**src/rtl/wb_local_bridge_if.sv**
```systemverilog
`default_nettype none
// ===========================================================================
// wb_local_bridge_if : Wishbone classic slave port plus UserSpace local bus
// Rev 1.0
// ===========================================================================
interface wb_local_bridge_if;
  logic        wb_cyc_i;
  logic        wb_stb_i;
  logic        wb_we_i;
  logic [3:0]  wb_sel_i;
  logic [31:0] wb_adr_i;
  logic [31:0] wb_dat_i;
  logic        wb_ack_o;
  logic [31:0] wb_dat_o;
  logic [31:0] wbAddress;
  logic [3:0]  wbByteSelect;
  logic        wbEnable;
  logic        wbWriteEnable;
  logic [31:0] wbDataWrite;
  logic [31:0] wbDataRead;
  logic        wbBusy;

  // Bridge side: Wishbone slave towards the CPU, local master towards UserSpace
  modport slave (
    input  wb_cyc_i, wb_stb_i, wb_we_i, wb_sel_i, wb_adr_i, wb_dat_i,
    input  wbDataRead, wbBusy,
    output wb_ack_o, wb_dat_o,
    output wbAddress, wbByteSelect, wbEnable, wbWriteEnable, wbDataWrite
  );

  modport master (
    output wb_cyc_i, wb_stb_i, wb_we_i, wb_sel_i, wb_adr_i, wb_dat_i,
    output wbDataRead, wbBusy,
    input  wb_ack_o, wb_dat_o,
    input  wbAddress, wbByteSelect, wbEnable, wbWriteEnable, wbDataWrite
  );
endinterface
`default_nettype wire

```
**src/rtl/wb_local_bridge.sv**
```systemverilog
`default_nettype none
// ===========================================================================
// wb_local_bridge : Wishbone classic slave to UserSpace local bus bridge
// Rev 1.0
// ===========================================================================
module wb_local_bridge #(
  parameter int unsigned TIMEOUT_CYCLES      = 255,
  parameter int unsigned TIMEOUT_COUNT_WIDTH = 8
) (
  input  logic                           clk,
  input  logic                           rst,
  wb_local_bridge_if.slave               bus,
  output logic                           timeoutPulse,
  output logic [TIMEOUT_COUNT_WIDTH-1:0] timeoutCount
);

  typedef enum logic [1:0] {
    S_IDLE   = 2'd0,
    S_ACCESS = 2'd1,
    S_ACK    = 2'd2
  } state_t;

  localparam logic [7:0]                     TIMEOUT_LIMIT = 8'(TIMEOUT_CYCLES);
  localparam logic [TIMEOUT_COUNT_WIDTH-1:0] CNT_ONE       = TIMEOUT_COUNT_WIDTH'(1);

  state_t                         state_q, state_d;
  logic [7:0]                     busy_cnt_q, busy_cnt_d;
  logic [31:0]                    adr_q, adr_d;
  logic [3:0]                     sel_q, sel_d;
  logic                           we_q, we_d;
  logic [31:0]                    wdat_q, wdat_d;
  logic [31:0]                    rdat_q, rdat_d;
  logic                           pulse_q, pulse_d;
  logic [TIMEOUT_COUNT_WIDTH-1:0] to_cnt_q, to_cnt_d;

  always_ff @(posedge clk) begin
    if (rst) begin
      state_q    <= S_IDLE;
      busy_cnt_q <= '0;
      adr_q      <= '0;
      sel_q      <= '0;
      we_q       <= 1'b0;
      wdat_q     <= '0;
      rdat_q     <= '0;
      pulse_q    <= 1'b0;
      to_cnt_q   <= '0;
    end else begin
      state_q    <= state_d;
      busy_cnt_q <= busy_cnt_d;
      adr_q      <= adr_d;
      sel_q      <= sel_d;
      we_q       <= we_d;
      wdat_q     <= wdat_d;
      rdat_q     <= rdat_d;
      pulse_q    <= pulse_d;
      to_cnt_q   <= to_cnt_d;
    end
  end

  always_comb begin
    state_d    = state_q;
    busy_cnt_d = busy_cnt_q;
    adr_d      = adr_q;
    sel_d      = sel_q;
    we_d       = we_q;
    wdat_d     = wdat_q;
    rdat_d     = rdat_q;
    pulse_d    = 1'b0;
    to_cnt_d   = to_cnt_q;
    case (state_q)
      S_IDLE: begin
        if (bus.wb_cyc_i && bus.wb_stb_i) begin
          adr_d      = bus.wb_adr_i;
          sel_d      = bus.wb_sel_i;
          we_d       = bus.wb_we_i;
          wdat_d     = bus.wb_dat_i;
          busy_cnt_d = '0;
          state_d    = S_ACCESS;
        end
      end
      S_ACCESS: begin
        // Abort beats completion, completion beats timeout
        if (!bus.wb_cyc_i) begin
          state_d = S_IDLE;
        end else if (!bus.wbBusy) begin
          rdat_d  = we_q ? 32'h0000_0000 : bus.wbDataRead;
          state_d = S_ACK;
        end else if (busy_cnt_q == TIMEOUT_LIMIT) begin
          rdat_d  = 32'hFFFF_FFFF;
          pulse_d = 1'b1;
          if (to_cnt_q != '1) begin
            to_cnt_d = to_cnt_q + CNT_ONE;
          end
          state_d = S_ACK;
        end else begin
          busy_cnt_d = busy_cnt_q + 8'd1;
        end
      end
      // The ack cycle never samples a request, so a lingering strobe cannot re-trigger
      S_ACK:   state_d = S_IDLE;
      default: state_d = S_IDLE;
    endcase
  end

  assign bus.wb_ack_o      = (state_q == S_ACK);
  assign bus.wb_dat_o      = rdat_q;
  assign bus.wbEnable      = (state_q == S_ACCESS);
  assign bus.wbAddress     = adr_q;
  assign bus.wbByteSelect  = sel_q;
  assign bus.wbWriteEnable = we_q;
  assign bus.wbDataWrite   = wdat_q;
  assign timeoutPulse      = pulse_q;
  assign timeoutCount      = to_cnt_q;

endmodule
`default_nettype wire

```
**src/flat_wrapper.sv**
```systemverilog
// flat-port wrapper written by rule: the top's interface ports become plain ports
module wb_local_bridge_flat 
#(
  parameter int unsigned TIMEOUT_CYCLES      = 255,
  parameter int unsigned TIMEOUT_COUNT_WIDTH = 8
)
  (clk, rst, timeoutPulse, timeoutCount, bus_wb_cyc_i, bus_wb_stb_i, bus_wb_we_i, bus_wb_sel_i, bus_wb_adr_i, bus_wb_dat_i, bus_wbDataRead, bus_wbBusy, bus_wb_ack_o, bus_wb_dat_o, bus_wbAddress, bus_wbByteSelect, bus_wbEnable, bus_wbWriteEnable, bus_wbDataWrite);
  wb_local_bridge_if bus_i ();
  input  logic clk;
  input  logic rst;
  output logic timeoutPulse;
  output logic [TIMEOUT_COUNT_WIDTH-1:0] timeoutCount;
  input wire logic [$bits(bus_i.wb_cyc_i)-1:0] bus_wb_cyc_i;
  input wire logic [$bits(bus_i.wb_stb_i)-1:0] bus_wb_stb_i;
  input wire logic [$bits(bus_i.wb_we_i)-1:0] bus_wb_we_i;
  input wire logic [$bits(bus_i.wb_sel_i)-1:0] bus_wb_sel_i;
  input wire logic [$bits(bus_i.wb_adr_i)-1:0] bus_wb_adr_i;
  input wire logic [$bits(bus_i.wb_dat_i)-1:0] bus_wb_dat_i;
  input wire logic [$bits(bus_i.wbDataRead)-1:0] bus_wbDataRead;
  input wire logic [$bits(bus_i.wbBusy)-1:0] bus_wbBusy;
  output wire logic [$bits(bus_i.wb_ack_o)-1:0] bus_wb_ack_o;
  output wire logic [$bits(bus_i.wb_dat_o)-1:0] bus_wb_dat_o;
  output wire logic [$bits(bus_i.wbAddress)-1:0] bus_wbAddress;
  output wire logic [$bits(bus_i.wbByteSelect)-1:0] bus_wbByteSelect;
  output wire logic [$bits(bus_i.wbEnable)-1:0] bus_wbEnable;
  output wire logic [$bits(bus_i.wbWriteEnable)-1:0] bus_wbWriteEnable;
  output wire logic [$bits(bus_i.wbDataWrite)-1:0] bus_wbDataWrite;
  assign bus_i.wb_cyc_i = bus_wb_cyc_i;
  assign bus_i.wb_stb_i = bus_wb_stb_i;
  assign bus_i.wb_we_i = bus_wb_we_i;
  assign bus_i.wb_sel_i = bus_wb_sel_i;
  assign bus_i.wb_adr_i = bus_wb_adr_i;
  assign bus_i.wb_dat_i = bus_wb_dat_i;
  assign bus_i.wbDataRead = bus_wbDataRead;
  assign bus_i.wbBusy = bus_wbBusy;
  assign bus_wb_ack_o = bus_i.wb_ack_o;
  assign bus_wb_dat_o = bus_i.wb_dat_o;
  assign bus_wbAddress = bus_i.wbAddress;
  assign bus_wbByteSelect = bus_i.wbByteSelect;
  assign bus_wbEnable = bus_i.wbEnable;
  assign bus_wbWriteEnable = bus_i.wbWriteEnable;
  assign bus_wbDataWrite = bus_i.wbDataWrite;
  wb_local_bridge #(.TIMEOUT_CYCLES(TIMEOUT_CYCLES), .TIMEOUT_COUNT_WIDTH(TIMEOUT_COUNT_WIDTH)) u_core (.clk(clk), .rst(rst), .bus(bus_i), .timeoutPulse(timeoutPulse), .timeoutCount(timeoutCount));
endmodule
```
**config.mk**
```make
export PLATFORM = sky130hd
export DESIGN_NAME = wb_local_bridge_flat
export DESIGN_NICKNAME = d
export VERILOG_FILES = /design/src/rtl/wb_local_bridge_if.sv /design/src/rtl/wb_local_bridge.sv /design/src/flat_wrapper.sv
export SDC_FILE = /design/constraint.sdc
export NUM_CORES = 1
export LEC_CHECK = 0
export ABC_AREA = 1
export BUFFER_PORTS_ARGS = -buffer_cell sky130_fd_sc_hd__buf_4
export CAP_MARGIN = 20
export CORE_MARGIN = 8
export CORE_UTILIZATION = 43
export CTS_CLUSTER_DIAMETER = 120
export DETAILED_ROUTE_END_ITERATION = 10
export GPL_ROUTABILITY_DRIVEN = 0
export PLACE_DENSITY = 0.8
export SYNTH_ARGS = -nofsm -noshare
export SYNTH_HDL_FRONTEND = slang
export SYNTH_SLANG_ARGS = --single-unit
```
**constraint.sdc**
```tcl
create_clock -name clk -period 1.57 [get_ports clk]
set_clock_uncertainty 0.15 [all_clocks]
set_input_delay 0.3925 -clock clk [delete_from_list [all_inputs] [get_ports clk]]
set_output_delay 0.3925 -clock clk [all_outputs]
set_load 0.1 [all_outputs]
```
==> metrics.md, run 1 <==
| Metric | Value |
|---|---|
| Setup WS post-layout | `-0.142 ns` |
| CP Class | `flip-flop to flip-flop` |
| Launch point of the worst reg-to-reg path | `u_core.busy_cnt_q[1]` |
| Period utilisation layout | `109%` |
| Most area-consuming cells after synthesis | `dfxtp_1, nor2_1, o21ai_0, inv_1, nand2_1` |
| Static Leak | `0.00429 uW` |
| Clk_lat worst skew | `0.40 ns` |
| Failing checks | `setup timing` |
| Layout cells sized above 1 | `between 40% and 50%` |
| Required time of the critical path | `1.76 ns` |
| Commonest non-fill, non-tap cell in the layout | `nor2_1` |
| Row count | `39` |
| CP Max Fanout | `6` |
| Htree depth | `4` |
| CTS sink count | `120` |
| Clock share of power | `39.6%` |
| Max clock buf depth | `2` |
| Fill count | `694` |
| Synth top area share | `47.9%` |
| Cell area power density | `1030 mW/mm^2` |
| Hold path depth | `3` |
| Number of flops mapped to enable cells by yosys | `0` |
| Hold Crit Start | `bus_wb_dat_i[18]` |
| Layout net count | `roughly 1100` |
| Cell accounting for the most synthesized area | `dfxtp_1` |
| Number of synthesis warnings | `0` |
| Gate Count Post-Synth | `707` |
| WL/cell | `17.0 um` |
| Reg-to-Reg End | `u_core.bus.wb_dat_o[3]` |
| Max-cap check violation count | `0` |
| Starting Density | `43.9%` |
| HPWL after DPL | `11.4 mm` |
| Post-route minimum period | `between 1.5 and 2 ns` |
| Worst vdd ir | `942 uV` |
| P&R area growth vs syn | `77.5%` |
| Mapped Nets | `815` |
| Fmax | `about 0.58 GHz` |
| # DRC | `0` |
| RSZ-0062 raised after global routing | `true` |
| Die Footprint | `0.0154 mm^2` |
| Fin. max-slew vios | `0` |
| Main synth FF type | `dfxtp_1` |
| Worst reg-to-reg path cell count | `11` |
| Comb power frac | `24.3%` |
| Vias per Instance | `about 5.0` |
| Number of synthesized register bits | `between 100 and 150` |
| Int Pwr | `6260 uW` |
| IO Port Bufs | `217` |
| First-pass GRT wire length | `between 20 and 25 mm` |
| Cts hold-fix bufs | `0` |
| Vias | `5528` |
| Slew HR | `76.5%` |
| Yosys cell types | `26` |
| Switching portion of total power | `32.0%` |
| Hold WC Path Type | `input port to flip-flop` |
| Post-place setup slack | `-0.0247 ns` |
| Initial DRC count | `379` |
| Hold endpoint | `u_core.bus.wbDataWrite[18]` |
| DRT Wirelength | `18.9 mm` |
| Slack of the worst reg-to-reg path | `-0.14 ns` |
| Post-route ant nets | `0` |
| Status | `complete, but fails checks` |
| Worst-margin pin slew | `0.350 ns` |
| Largest net degree at the start of global routing | `52` |
| Die W | `124 um` |
| Mapped Avg Cell Area | `7.09 um^2` |
| Worst-path clk slew | `0.06 ns` |
| DRT Pass-1 Iters | `6` |
| Register area share after synthesis | `47.9%` |
| Crit end category | `flip-flop` |
| Cts bufs inserted | `17` |
| Most frequent cells in the layout | `nor2_1, buf_4, inv_1` |
| CP startpoint kind | `flip-flop` |
| Final hold vios | `0` |
| Clock root buffer | `clkbuf_16` |
| Post-route cell area | `0.00890 mm^2` |
| Net Sw Power | `2940 uW` |
| Final setup vio count | `43` |
| Initial antenna violation count | `0` |
| DP Area | `0.00701 mm^2` |
| Async SR Flop Fraction | `0%` |
| CTS tree | `yes` |
| Core Footprint | `around 0.011 mm^2` |
| Io pins | `218` |
| Vias in the first global route | `5068` |
| Diode count | `0` |
| Post-Synthesis Cell Area | `between 0.005 and 0.006 mm^2` |
| Remaining global-route overflow | `0` |
| GRT Util Overall | `20.5%` |
| CP arrival | `1.90 ns` |
| Reg power frac | `36.1%` |
| Die height | `around 120 um` |
==> cells in the mapped netlist, types with 3 or more instances <==
master / count
nor2_1: 166
nand4_1: 4
buf_2: 6
buf_6: 4
nor3_1: 3
nand3_2: 5
inv_1: 119
o21ai_1: 9
nand2_1: 78
inv_2: 4
dfxtp_1: 120
nor2_4: 4
o21ai_0: 97
clkbuf_1: 15
nand2_2: 4
buf_4: 7
nand3_1: 41
a21oi_1: 8
==> area by class of cell <==
cell class	count	area [um^2]	share of cell area, %
sequential	120	2440	27.4
clock inverter	3	40.0	0.450
inverter	123	469	5.27
multi-input combinational	428	2290	25.8
clock buffer	26	509	5.72
tap	143	179	2.01
timing repair buffer	269	2970	33.4
==> worst max-delay path by stage <==
stage,depth (start not counted),to,startpoint
after floorplan,9,u_core.bus.wb_dat_o[10],u_core.state_q[0]
after global placement,10,u_core.bus.wb_dat_o[11],u_core.busy_cnt_q[0]
after detailed placement,10,u_core.bus.wb_dat_o[2],u_core.busy_cnt_q[0]
after CTS,3,bus_wbEnable,u_core.state_q[0]
after global routing,11,u_core.bus.wb_dat_o[24],u_core.busy_cnt_q[1]
final,11,u_core.bus.wb_dat_o[3],u_core.busy_cnt_q[1]
==> metal layers <==
layer / up-vias / track usage [%] / wire length (um)
li1: 2667 / - / -
met1: 2569 / 20.8 / 6500
met2: 259 / 35.0 / 9750
met3: 33 / 11.1 / 2220
met4: 0 / 7.51 / 386
met5: - / 0 / 0
==> power by group through the flow <==
stage	sequential, uW	combinational (uW)	clock [uW]
3_5_place_dp	3340	1970	0
4_1_cts	3300	2080	3680
6_report	3320	2240	3650
2_1_floorplan	4360	370	0
3_3_place_gp	3330	1960	0
5_1_grt	3330	2340	3830
==> registers in the layout, indices dropped and copies added, names as in the netlist <==
signal	cells
u_core.state_q	2
u_core.bus.wbDataWrite	32
u_core.timeoutPulse	1
u_core.bus.wbWriteEnable	1
u_core.bus.wbAddress	32
u_core.bus.wb_dat_o	32
u_core.timeoutCount	8
u_core.busy_cnt_q	8
u_core.bus.wbByteSelect	4
==> logic make-up after synthesis <==
logic type,count (synthesis),share of synthesized area [%]
flops,120,47.9
simple gates,310,26.6
buf+inv,160,13.4
fa+ha+maj,2,0.499
compound gates,115,11.5
==> through the flow <==
stage	utilization [%]	instances	hold slack [ns]	total power, uW	setup TNS (ns)
global route	78.0	1112	0.0801	9500	-5.97
floorplan	-	707	0.302	4730	-12.77
detailed placement	61.4	1064	0.322	5300	-0.0657
global placement	61.4	1064	0.312	5290	0
finish	78.0	1112	0.0777	9210	-2.48
CTS	70.6	1095	0.0697	9070	-0.816
==> repair_timing <==
action | 4_1_cts | 5_1_grt
cloned | 0 | 7
pin swaps | 1 | 30
setup buffers | 2 | 10
gates resized for setup | 128 | 173
setup endpoints to repair | 116 | 90
==> critical path: stages, from the launching register on <==
cell and delay [ns]:
dfxtp_2 0.35, ha_4 0.15, nand2_4 0.05, nor2_4 0.14, nand2_4 0.09, nor2_4 0.13, nor2_4 0.07, buf_6 0.12
clkbuf_16 0.16, nand2_4 0.07, nand3_2 0.07, inv_1 0.10
No activity file was read; power rests on OpenSTA's default activity.
==> inputs of run 2 (changes only) <==
RECOVER_POWER = 100   (was default)
==> run 2 against run 1 <==
- the flow still finishes with violations (setup timing)
- core utilization about the same
- clock power about the same
- first-iteration DRC count unchanged
- clock-buffer cell count did not move
- sequential power about the same
- cell count unchanged
- non-clock buffer count unchanged
- via count grew 0.20%
- global-route usage unchanged
- cell area is essentially flat
- die area did not move
- critical path depth unchanged
- critical path type unchanged
- largest power group unchanged
==> metrics.md, run 2 (same netlist as run 1, synthesis figures left out) <==
| Metric | Value |
|---|---|
| Crit end category | `flip-flop` |
| Starting Density | `43.9% (unchanged)` |
| Placed cells | `1064 (unchanged)` |
| Hold WC Path Type | `input port to flip-flop` |
| CP Class | `flip-flop to flip-flop` |
| Vias | `5539 (+0.20%)` |
| WL/cell | `17.0 um (about the same)` |
| Final hold vios | `0 (unchanged)` |
| CP arrival | `1.90 ns (about the same)` |
| Fin. max-slew vios | `0 (unchanged)` |
| Cell area power density | `1030 mW/mm^2 (about the same)` |
| Initial DRC count | `379 (unchanged)` |
| Largest net degree at the start of global routing | `52 (unchanged)` |
| P&R area growth vs syn | `77.4% (about the same)` |
| CP startpoint kind | `flip-flop` |
| Die W | `124 um (unchanged)` |
| Core Footprint | `0.0114 mm^2 (unchanged)` |
| DRT Pass-1 Iters | `5 (-1)` |
| Post-route ant nets | `0 (unchanged)` |
| Slowest cell delay on critical path | `0.35 ns (about the same)` |
| Die height | `124 um (unchanged)` |
| Worst-margin pin slew | `0.384 ns (+0.0345 ns)` |
| Setup WS post-layout | `-0.144 ns (-0.00119 ns)` |
| Max clock buf depth | `2 (unchanged)` |
| Required time of the critical path | `1.76 ns (about the same)` |
| # DRC | `0 (unchanged)` |
| Remaining global-route overflow | `0 (unchanged)` |
| Htree depth | `4 (unchanged)` |
| Setup_tns | `-2.55 ns (-0.0753 ns)` |
| Fmax | `0.584 GHz (about the same)` |
| GRT Util Overall | `20.5% (unchanged)` |
| Layout cells sized above 1 | `41.5% (-0.10 points)` |
| Final Total Pwr | `9200 uW (about the same)` |
| HPWL after DPL | `11.4 mm (unchanged)` |
| Initial antenna violation count | `0 (unchanged)` |
| CTS sink count | `120 (unchanged)` |
| Fin cells | `1112 (unchanged)` |
| Static Leak | `0.00429 uW (about the same)` |
| Vias in the first global route | `5068 (unchanged)` |
| Period utilisation layout | `109% (about the same)` |
| Clk_lat worst skew | `0.40 ns (about the same)` |
| Commonest non-fill, non-tap cell in the layout | `nor2_1` |
| Cts bufs inserted | `17 (unchanged)` |
| CP max-delay cell | `dfxtp_2` |
| Clock root buffer | `clkbuf_16` |
| Fin util | `77.9% (about the same)` |
| Max-cap check violation count | `0 (unchanged)` |
| CP Max Fanout | `6 (unchanged)` |
| Worst vdd ir | `942 uV (about the same)` |
| Worst-path clk slew | `0.05 ns (about the same)` |
| Io pins | `218 (unchanged)` |
| Diode count | `0 (unchanged)` |
| Layout net count | `1067 (unchanged)` |
| Status | `complete, but fails checks` |
| Post-route minimum period | `1.71 ns (+0.00119 ns)` |
| IO Port Bufs | `217 (unchanged)` |
| Row count | `39 (unchanged)` |
| DP Area | `0.00701 mm^2 (unchanged)` |
| Die Footprint | `0.0154 mm^2 (unchanged)` |
| CTS tree | `yes` |
| Most frequent cells in the layout | `nor2_1, buf_4, inv_1` |
| Vias per Instance | `4.98 (+0.20%)` |
| DRT Wirelength | `18.9 mm (about the same)` |
| First-pass GRT wire length | `24.6 mm (unchanged)` |
| CP cell instances | `ha_4 > nand2_4 > nor2_4 > nand2_4 > nor2_4 > nor2_4 > buf_6 > clkbuf_16 > nand2_4 > nand3_2 > inv_1` |
| Post-route cell area | `0.00890 mm^2 (about the same)` |
| Final setup vio count | `47 (+9.3%)` |
| Slew HR | `74.3% (-2.2 points)` |
| Failing checks | `setup timing` |
| RSZ-0062 raised after global routing | `true` |
-- run 2: cell counts in the layout (fill, tap and decap cells not counted) --
Identical to the previous run, type by type.
-- run 2: layout make-up --
| type | instances | area (um^2) |
|---|---|---|
| well taps | 143 | 179 |
| inverters | 123 | 469 |
| clock inverters | 3 | 40.0 |
| fillers | 695 | 2520 |
| repair buffers | 269 | 2970 |
| multi-input cells | 428 | 2290 |
| flip-flops and latches | 120 | 2440 |
| clock buffers | 26 | 509 |
-- run 2: where the power goes --
part	leakage (uW)	internal [uW]	switching, uW
clock network	0.000272	2360	1290
registers	0.000991	3190	126
logic	0.00303	711	1520
total	0.00429	6260	2940
-- run 2: metal layers --
metal / routed length (um) / track usage, % / up-vias
met5: 0 / 0 / -
met4: 380 / 7.51 / 0
met3: 2210 / 11.1 / 32
met2: 9750 / 35.0 / 266
met1: 6510 / 20.8 / 2575
li1: - / - / 2666
-- run 2: final timing paths --
path	to	from	depth (start not counted)	slack [ns]
max	u_core.bus.wb_dat_o[3]	u_core.busy_cnt_q[1]	11	-0.14
min	u_core.bus.wbDataWrite[18]	bus_wb_dat_i[18]	3	0.08
max reg2reg	u_core.bus.wb_dat_o[3]	u_core.busy_cnt_q[1]	11	-0.14
min reg2reg	u_core.bus.wbByteSelect[0]	u_core.bus.wbByteSelect[0]	2	0.35
-- run 2: metrics by stage --
stage	hold WS, ns	setup slack [ns]
floorplan	0.302	-0.288
global placement	0.312	0.0328
detailed placement	0.322	-0.0247
CTS	0.0697	-0.122
global route	0.0802	-0.226
finish	0.0786	-0.144
-- run 2: what timing repair did --
action | 4_1_cts | 5_1_grt
endpoints found under the setup margin | 116 | 90
pin swaps | 1 | 30
gates resized for setup | 128 | 173
hold buffers | 0 | 0
gates cloned | 0 | 7
buffers inserted | 2 | 10
-- run 2: critical path: cells and delay by family (launching register included) --
kind	cells	cell delay, ns
adder cells (fa/ha/maj)	1	0.15
flip-flops	1	0.35
buffers and inverters	3	0.38
AND/OR/NAND/NOR	7	0.62
